<file path="config.mk">
export PLATFORM = sky130hd
export DESIGN_NAME = seq_det_prog
export DESIGN_NICKNAME = d
export VERILOG_FILES = /design/src/rtl/seq_det_prog.sv
export SDC_FILE = /design/constraint.sdc
export NUM_CORES = 1
export LEC_CHECK = 0
export BUFFER_PORTS_ARGS = -buffer_cell sky130_fd_sc_hd__buf_2
export CAP_MARGIN = 5
export CORE_ASPECT_RATIO = 2
export CORE_UTILIZATION = 50
export DETAILED_ROUTE_END_ITERATION = 10
export PLACE_DENSITY = 0.71
export REMOVE_ABC_BUFFERS = 1
export SYNTH_ARGS = -nofsm -noshare
export SYNTH_HDL_FRONTEND = slang
export SYNTH_SLANG_ARGS = --single-unit
</file>
<file path="constraint.sdc">
create_clock -name clk_i -period 4.3 [get_ports clk_i]
set_clock_uncertainty 0.1 [all_clocks]
set_input_delay 0.215 -clock clk_i [delete_from_list [all_inputs] [get_ports clk_i]]
set_output_delay 0.215 -clock clk_i [all_outputs]
set_load 0.01 [all_outputs]
</file>
<file path="src/rtl/seq_det_prog.sv">
// Programmable serial pattern detector: matches up to MAX_WIDTH bits in overlapping or
// non-overlapping mode, with a registered detect pulse and a saturating match counter.
module seq_det_prog #(
   parameter int unsigned           MAX_WIDTH   = 8,
   parameter int unsigned           CNT_WIDTH   = 8,
   parameter logic [MAX_WIDTH-1:0]  RST_PATTERN = 8'b0001_0110,
   parameter int unsigned           RST_LEN     = 5,
   parameter bit                    RST_OVERLAP = 1'b1,
   localparam int unsigned          LEN_W       = $clog2(MAX_WIDTH + 1)
) (
   input  logic                 clk_i,
   input  logic                 rst_ni,
   input  logic                 cfg_we_i,
   input  logic [MAX_WIDTH-1:0] cfg_pattern_i,
   input  logic [LEN_W-1:0]     cfg_len_i,
   input  logic                 cfg_overlap_i,
   input  logic                 valid_i,
   input  logic                 data_i,
   input  logic                 clr_cnt_i,
   output logic                 detected_o,
   output logic [CNT_WIDTH-1:0] match_cnt_o
);

   localparam logic [CNT_WIDTH-1:0] CNT_MAX = {CNT_WIDTH{1'b1}};

   logic [MAX_WIDTH-1:0] pattern_q, pattern_d;
   logic [LEN_W-1:0]     len_q, len_d;
   logic                 overlap_q, overlap_d;
   // Only the newest MAX_WIDTH-1 bits can ever take part in a compare; the
   // current beat supplies the remaining bit.
   logic [MAX_WIDTH-2:0] history_q, history_d;
   logic [LEN_W-1:0]     fill_q, fill_d;
   logic                 detected_q, detected_d;
   logic [CNT_WIDTH-1:0] cnt_q, cnt_d;

   logic [MAX_WIDTH-1:0] window;
   logic [MAX_WIDTH-1:0] len_mask;
   logic                 match;

   assign window = {history_q, data_i};

   for (genvar gi = 0; gi < MAX_WIDTH; gi++) begin : g_mask
      assign len_mask[gi] = (LEN_W'(gi) < len_q);
   end

   // A config write in the same cycle drops the beat entirely.
   assign match = valid_i && !cfg_we_i
                  && (fill_q >= len_q - LEN_W'(1))
                  && (((window ^ pattern_q) & len_mask) == '0);

   always_comb begin
      pattern_d  = pattern_q;
      len_d      = len_q;
      overlap_d  = overlap_q;
      history_d  = history_q;
      fill_d     = fill_q;
      detected_d = match;
      cnt_d      = cnt_q;

      if (cfg_we_i) begin
         pattern_d = cfg_pattern_i;
         overlap_d = cfg_overlap_i;
         history_d = '0;
         fill_d    = '0;
         if (cfg_len_i == '0) begin
            len_d = LEN_W'(1);
         end else if (cfg_len_i > LEN_W'(MAX_WIDTH)) begin
            len_d = LEN_W'(MAX_WIDTH);
         end else begin
            len_d = cfg_len_i;
         end
      end else if (valid_i) begin
         history_d = window[MAX_WIDTH-2:0];
         if (match && !overlap_q) begin
            fill_d = '0;
         end else if (fill_q < len_q) begin
            fill_d = fill_q + LEN_W'(1);
         end
      end

      if (clr_cnt_i) begin
         cnt_d = '0;
      end else if (match && (cnt_q != CNT_MAX)) begin
         cnt_d = cnt_q + CNT_WIDTH'(1);
      end
   end

   always_ff @(posedge clk_i or negedge rst_ni) begin
      if (!rst_ni) begin
         pattern_q  <= RST_PATTERN;
         len_q      <= LEN_W'(RST_LEN);
         overlap_q  <= RST_OVERLAP;
         history_q  <= '0;
         fill_q     <= '0;
         detected_q <= 1'b0;
         cnt_q      <= '0;
      end else begin
         pattern_q  <= pattern_d;
         len_q      <= len_d;
         overlap_q  <= overlap_d;
         history_q  <= history_d;
         fill_q     <= fill_d;
         detected_q <= detected_d;
         cnt_q      <= cnt_d;
      end
   end

   assign detected_o  = detected_q;
   assign match_cnt_o = cnt_q;

endmodule

</file>
==> summary.txt, run 1 <==
nets - 241
Worst EP arrival - 2.95 ns
run status - complete, no violations
share of layout cells above drive strength 1 - 0.2714
wire per inst - 14.42 um
Vias/cell - 5.467
post-cts sizing count - 0
gr usage total - 0.2096
Post-Synthesis Cells - 180
Crit. End Element - register
FMAX - 351.7 MHz
diode count - 0
switch share - 0.2681
top cell type's share of synthesized area - 0.3509
CTS sink cnt - 33
# rows - 31
Die ar. - 0.004118 mm^2
DIE HEIGHT - 89.76 um
root buffer cell - clkbuf_8
largest net degree at the start of global routing - 34
Slew @ Worst Pin - 0.7281 ns
Final Cycle Share - 0.6613
number of DRC markers in iteration 0 - 13
Reg power frac - 0.491
Netlist Area Pre-Place - 0.001926 mm^2
relative slew slack - 0.5146
vias in the first global route - 1544
P_sw - 0.1903 mW
H-tree depth - 2
max_cap viols - 0
Syn. warnings - 0
Hold WC Path Type - input pin to register
combinational share of power - 0.173
Power Dens Cells - 323.7 mW/mm^2
setup_tns - 0 ns
area leader, netlist - dfrtp_1
Worst-Skew Late Latency - 0.28 ns
starting density of the core - 0.5281
initial antenna violation count - 0
CTS tree - yes
CP required - 4.41 ns
Post-Route WL - 3736 um
Overflow after GRT - 0
Unique masters post-synth - 36
RePlAce Congestion - 0.7917
crit path kind - register to register
Int Pwr - 0.5194 mW
first-pass GRT wire length - 6506 um
CTS Buffer Depth - 2
Clock Power Share - 0.336
vias - 1416
post-layout min period - 2.844 ns
Worst setup SP type - register
post-detail-place hpwl - 2810 um
antenna viol nets, final - 0
post-layout worst setup margin - 1.456 ns
Setup violations, final - 0
Top FF cell, synth - dfrtp_1
unrepaired setup endpoints after global routing - no
asr flop ratio synth - 1.000
buffers added on ports - 27
Setup WS pre-CTS - 1.471 ns
static leakage - 1.011 nW
register area share after synthesis - 0.4327
die width - 45.88 um
Core ar. - 0.003646 mm^2
DRT Pass-1 Iters - 4
Final Hold Fails - 0
crit-path max FO - 10
synthesized flop and latch total - 33
CTS buffer count - 5
top post-synthesis cells by area - dfrtp_1 (35%), ha_1 (8.4%), dfstp_2 (8.2%)
Avg Inst Size Synth - 10.70 um^2
DRC - 0
max-slew violation count - 0
Worst VDD drop - 304.1 uV
EDFF count, synth - 0
I/O Pins - 28
Reg clk slew, reported paths - 0.07 ns
area growth from synthesis to layout - 13.84%
cell families after synthesis:
logic type,count (synthesis),synth area share
mux,20,0.1098
xor+xnor,11,0.06173
fa+ha+maj,13,0.08447
simple gates,58,0.1566
buf+inv,14,0.03119
flops,33,0.4327
compound gates,31,0.1235
routing by layer:
layer	part of all wire	vias up	GRT usage	wire, um
li1	-	696	-	-
met1	0.38	695	0.2112	1427
met2	0.58	18	0.3873	2163
met3	0.020	7	0.03213	76
met4	0.018	0	0.08578	69
met5	0	-	0	0
cells in the final DEF, fill, tap and decap left out, types with 2 or more instances in the layout:
master     instances
nor2_1            17
inv_1              8
or3_1              5
nor2b_1            3
nand2_1            8
clkbuf_1           2
mux2_2             9
and3_1             4
o22ai_1            4
nor3_1             3
o21a_1             3
nand3_1            6
o21ai_0            7
nor4_1             3
a2111oi_4          2
xnor2_1            7
buf_2             27
ha_1              13
a31oi_1            2
dfrtp_1           27
clkbuf_8           6
dfstp_2            6
a21oi_1            8
nand2b_1           5
xnor2_2            3
mux2i_1           11
synthesized netlist by cell type, types with 2 or more instances:
cell,n
dfrtp_1,27
nor2_1,17
ha_1,13
mux2i_1,11
mux2_2,9
a21oi_1,8
inv_1,8
nand2_1,8
o21ai_0,7
xnor2_1,7
dfstp_2,6
nand3_1,6
nand2b_1,5
or3_1,5
and3_1,4
o22ai_1,4
clkbuf_1,3
nor2b_1,3
nor3_1,3
nor4_1,3
o21a_1,3
xnor2_2,3
a2111oi_4,2
a31oi_1,2
buf_1,2
state kept, by name (all words and copies together), names as in the netlist:
name         cells
match_cnt_o      8
pattern_q        8
history_q        7
fill_q           4
len_q            4
detected_o       1
overlap_q        1
per-stage QoR:
stage | utilization | cells | instance area, um^2 | power [mW] | hold WS [ns]
3_3_place_gp | 0.5738 | 250 | 2092 | 0.4729 | 0.2064
6_report | 0.6012 | 259 | 2192 | 0.7097 | 0.02113
5_1_grt | 0.6012 | 259 | 2192 | 0.7466 | 0.02954
4_1_cts | 0.6012 | 259 | 2192 | 0.7175 | 0.01624
3_5_place_dp | 0.5738 | 250 | 2092 | 0.4778 | 0.2115
2_1_floorplan | - | 174 | 1896 | 0.4355 | -0.1806
path summary, 6_finish.rpt:
path,slack [ns],end,startpoint,depth (start not counted)
max,1.46,match_cnt_o[7]$_DFFE_PN0P_,len_q[0]$_DFFE_PN1P_,10
max reg2reg,1.46,match_cnt_o[7]$_DFFE_PN0P_,len_q[0]$_DFFE_PN1P_,10
min in group asynchronous,0.43,len_q[1]$_DFFE_PN0P_,rst_ni,2
max in group asynchronous,3.19,match_cnt_o[1]$_DFFE_PN0P_,rst_ni,2
min reg2reg,0.44,pattern_q[6]$_DFFE_PN0P_,pattern_q[6]$_DFFE_PN0P_,1
min,0.02,len_q[2]$_DFFE_PN1P_,cfg_len_i[3],2
cell type report:
| class | instances | area (um^2) |
|---|---|---|
| Tap cell | 49 | 61.31 |
| Timing Repair Buffer | 28 | 145.1 |
| Clock buffer | 8 | 90.09 |
| Inverter | 8 | 30.03 |
| Sequential cell | 33 | 833.3 |
| Multi-Input combinational cell | 133 | 1032 |
| Fill cell | 337 | 1454 |
what timing repair did:
item / 4_1_cts / 5_1_grt
hold buffers: 1 / 0
setup buffers: 0 / 0
endpoints found under the hold margin: 27 / 0
critical path: stages, from the launching register on:
cell	delay (ns)
dfstp_2	0.57
inv_1	0.08
ha_1	0.25
xnor2_1	0.14
ha_1	0.28
o21a_1	0.11
nor2_1	0.06
a2111oi_4	0.40
nand3_2	0.24
or3_1	0.39
a21oi_1	0.15
power by group through the flow:
| stage | combinational, mW | clock [mW] | sequential [mW] |
|---|---|---|---|
| global route | 0.137 | 0.258 | 0.351 |
| CTS | 0.124 | 0.244 | 0.349 |
| finish | 0.123 | 0.238 | 0.349 |
| floorplan | 0.0859 | 0 | 0.350 |
| detailed placement | 0.123 | 0 | 0.355 |
| global placement | 0.119 | 0 | 0.354 |
Power figures use the tool's default switching activity.
==> inputs of run 2 (changes only) <==
- PLACE_DENSITY: 0.71 -> 0.74
- clock period: 4.3 -> 2.4 ns (I/O delays scaled with it)
==> run 2 against run 1 <==
  * Power is 94% higher
  * Critical endpoint is now match_cnt_o[2]$_DFFE_PN0P_
  * Final cell count is 13% higher
  * The flow now finishes with violations (setup timing)
  * Routed wire length is 28% higher
  * Largest power group unchanged
  * Critical path type unchanged
==> summary.txt, run 2 (same netlist as run 1, synthesis figures left out) <==
run status - finished, violations left
violated checks - setup timing
diode count - 0
share of layout cells above drive strength 1 - 0.4057
FMAX - 392.5 MHz
area growth from synthesis to layout - 36.06%
FILL cells - 281
vias - 1581
CP required - 2.51 ns
CTS sink cnt - 33
static leakage - 1.210 nW
Final Hold Fails - 0
post-layout min period - 2.548 ns
Worst EP arrival - 2.66 ns
setup_tns - -0.8492 ns
first-pass GRT wire length - 7866 um
Power Dens Cells - 524.9 mW/mm^2
Crit. End Element - register
DR top layer - met4
wire per inst - 16.28 um
antenna viol nets, final - 0
Vias/cell - 5.396
die width - 45.88 um
I/O Pins - 28
met3 WL - 121 um
post-detail-place hpwl - 3233 um
Hold WC Path Type - input pin to register
Overflow after GRT - 0
max_cap viols - 0
crit path kind - register to register
Die ar. - 0.004118 mm^2
Slew @ Worst Pin - 0.7250 ns
Layout Cells excl Fill - 293
relative slew slack - 0.5166
most frequent cells in the layout - dfrtp_1 (27), buf_2 (27), buf_4 (22)
CTS Buffer Depth - 2
crit-path max FO - 8
RePlAce Congestion - 0.8756
H-tree depth - 2
Worst-Skew Late Latency - 0.29 ns
largest net degree at the start of global routing - 34
nets - 275
Core ar. - 0.003646 mm^2
initial antenna violation count - 0
DRC - 0
Worst VDD drop - 604.4 uV
vias in the first global route - 1756
gr usage total - 0.2631
number of DRC markers in iteration 0 - 26
# rows - 31
met2 WL post-DR - 2841 um
unrepaired setup endpoints after global routing - yes
starting density of the core - 0.5281
DIE HEIGHT - 89.76 um
Setup violations, final - 11
Worst setup SP type - register
CTS tree - yes
root buffer cell - clkbuf_8
Final Cycle Share - 1.062
Post-Route WL - 4771 um
post-layout worst setup margin - -0.1477 ns
CTS buffer count - 5
DRT Pass-1 Iters - 4
Reg clk slew, reported paths - 0.07 ns
met1 wire length - 1670 um
buffers added on ports - 27
max-slew violation count - 0
Cell Count Post-Placement - 265
## run 2: cell types whose count changed in the layout (fill, tap and decap cells not counted), moves of 2 or more
cell           change
ha_1               -4
dlygate4sd3_1     +11
clkinv_2           +2
or3_1              -2
a21oi_1            -2
or3_4              +2
nor4_2             +2
nor4_1             -3
ha_4               +3
a21oi_2            +2
buf_4             +22
## run 2: what timing repair did
| action | CTS | global route |
|---|---|---|
| gates resized for setup | 13 | 13 |
| gates cloned | 0 | 0 |
| endpoints found under the hold margin | 39 | 0 |
| endpoints found under the setup margin | 13 | 11 |
| pin swaps | 7 | 6 |
| buffers inserted | 3 | 5 |
| hold buffers | 12 | 0 |
## run 2: power breakdown
part / switching, mW / total, mW / internal [mW]
Combinational: 0.166 / 0.350 / 0.185
Sequential: 0.0285 / 0.620 / 0.591
Clock: 0.204 / 0.405 / 0.201
## run 2: path summary, 6_finish.rpt
| check | endpoint | startpoint | cells past startpoint | slack (ns) |
|---|---|---|---|---|
| setup / recovery | match_cnt_o[2]$_DFFE_PN0P_ | len_q[0]$_DFFE_PN1P_ | 10 | -0.15 |
| hold / removal | match_cnt_o[4]$_DFFE_PN0P_ | clr_cnt_i | 2 | 0.008 |
| setup reg to reg | match_cnt_o[2]$_DFFE_PN0P_ | len_q[0]$_DFFE_PN1P_ | 10 | -0.15 |
| hold reg to reg | pattern_q[6]$_DFFE_PN0P_ | pattern_q[6]$_DFFE_PN0P_ | 1 | 0.45 |
| max in group asynchronous | len_q[3]$_DFFE_PN0P_ | rst_ni | 2 | 1.41 |
| min in group asynchronous | match_cnt_o[7]$_DFFE_PN0P_ | rst_ni | 2 | 0.32 |
## run 2: metrics by stage
step / setup WS, ns / power [mW] / hold WS (ns) / utilization / cell area (um^2)
floorplan: -0.2227 / 0.7803 / -0.2756 / - / 1896
global placement: -0.2180 / 0.8715 / 0.1017 / 0.6047 / 2205
finish: -0.1477 / 1.375 / 0.008216 / 0.7186 / 2620
detailed placement: -0.3392 / 0.8876 / 0.1150 / 0.6047 / 2205
CTS: -0.1122 / 1.334 / 0.001194 / 0.6857 / 2500
global route: -0.2478 / 1.437 / 0.02066 / 0.7186 / 2620
## run 2: area by class of cell
| class | count | area (um^2) | share of cell area |
|---|---|---|---|
| multi-input cells | 133 | 1181 | 0.4508 |
| flip-flops and latches | 33 | 833.3 | 0.3181 |
| repair buffers | 62 | 431.7 | 0.1648 |
| clock buffers | 6 | 72.57 | 0.02770 |
| well taps | 49 | 61.31 | 0.02340 |
| inverters | 8 | 30.03 | 0.01146 |
| clock inverters | 2 | 10.01 | 0.003820 |
## run 2: worst max-delay path, cell delays in order (launching register included)
cell and delay (ns):
dfstp_2 0.55, inv_2 0.05, ha_4 0.17, xnor2_4 0.13
ha_4 0.26, o21a_1 0.15, nor2_4 0.05, a2111oi_4 0.26
nand3_2 0.20, or3_4 0.42, a21oi_2 0.13
## run 2: metal layers
metal,global-route usage,vias up
met3,0.05422,12
met1,0.2680,773
li1,-,761
met5,0,-
met2,0.4671,35
met4,0.1250,0
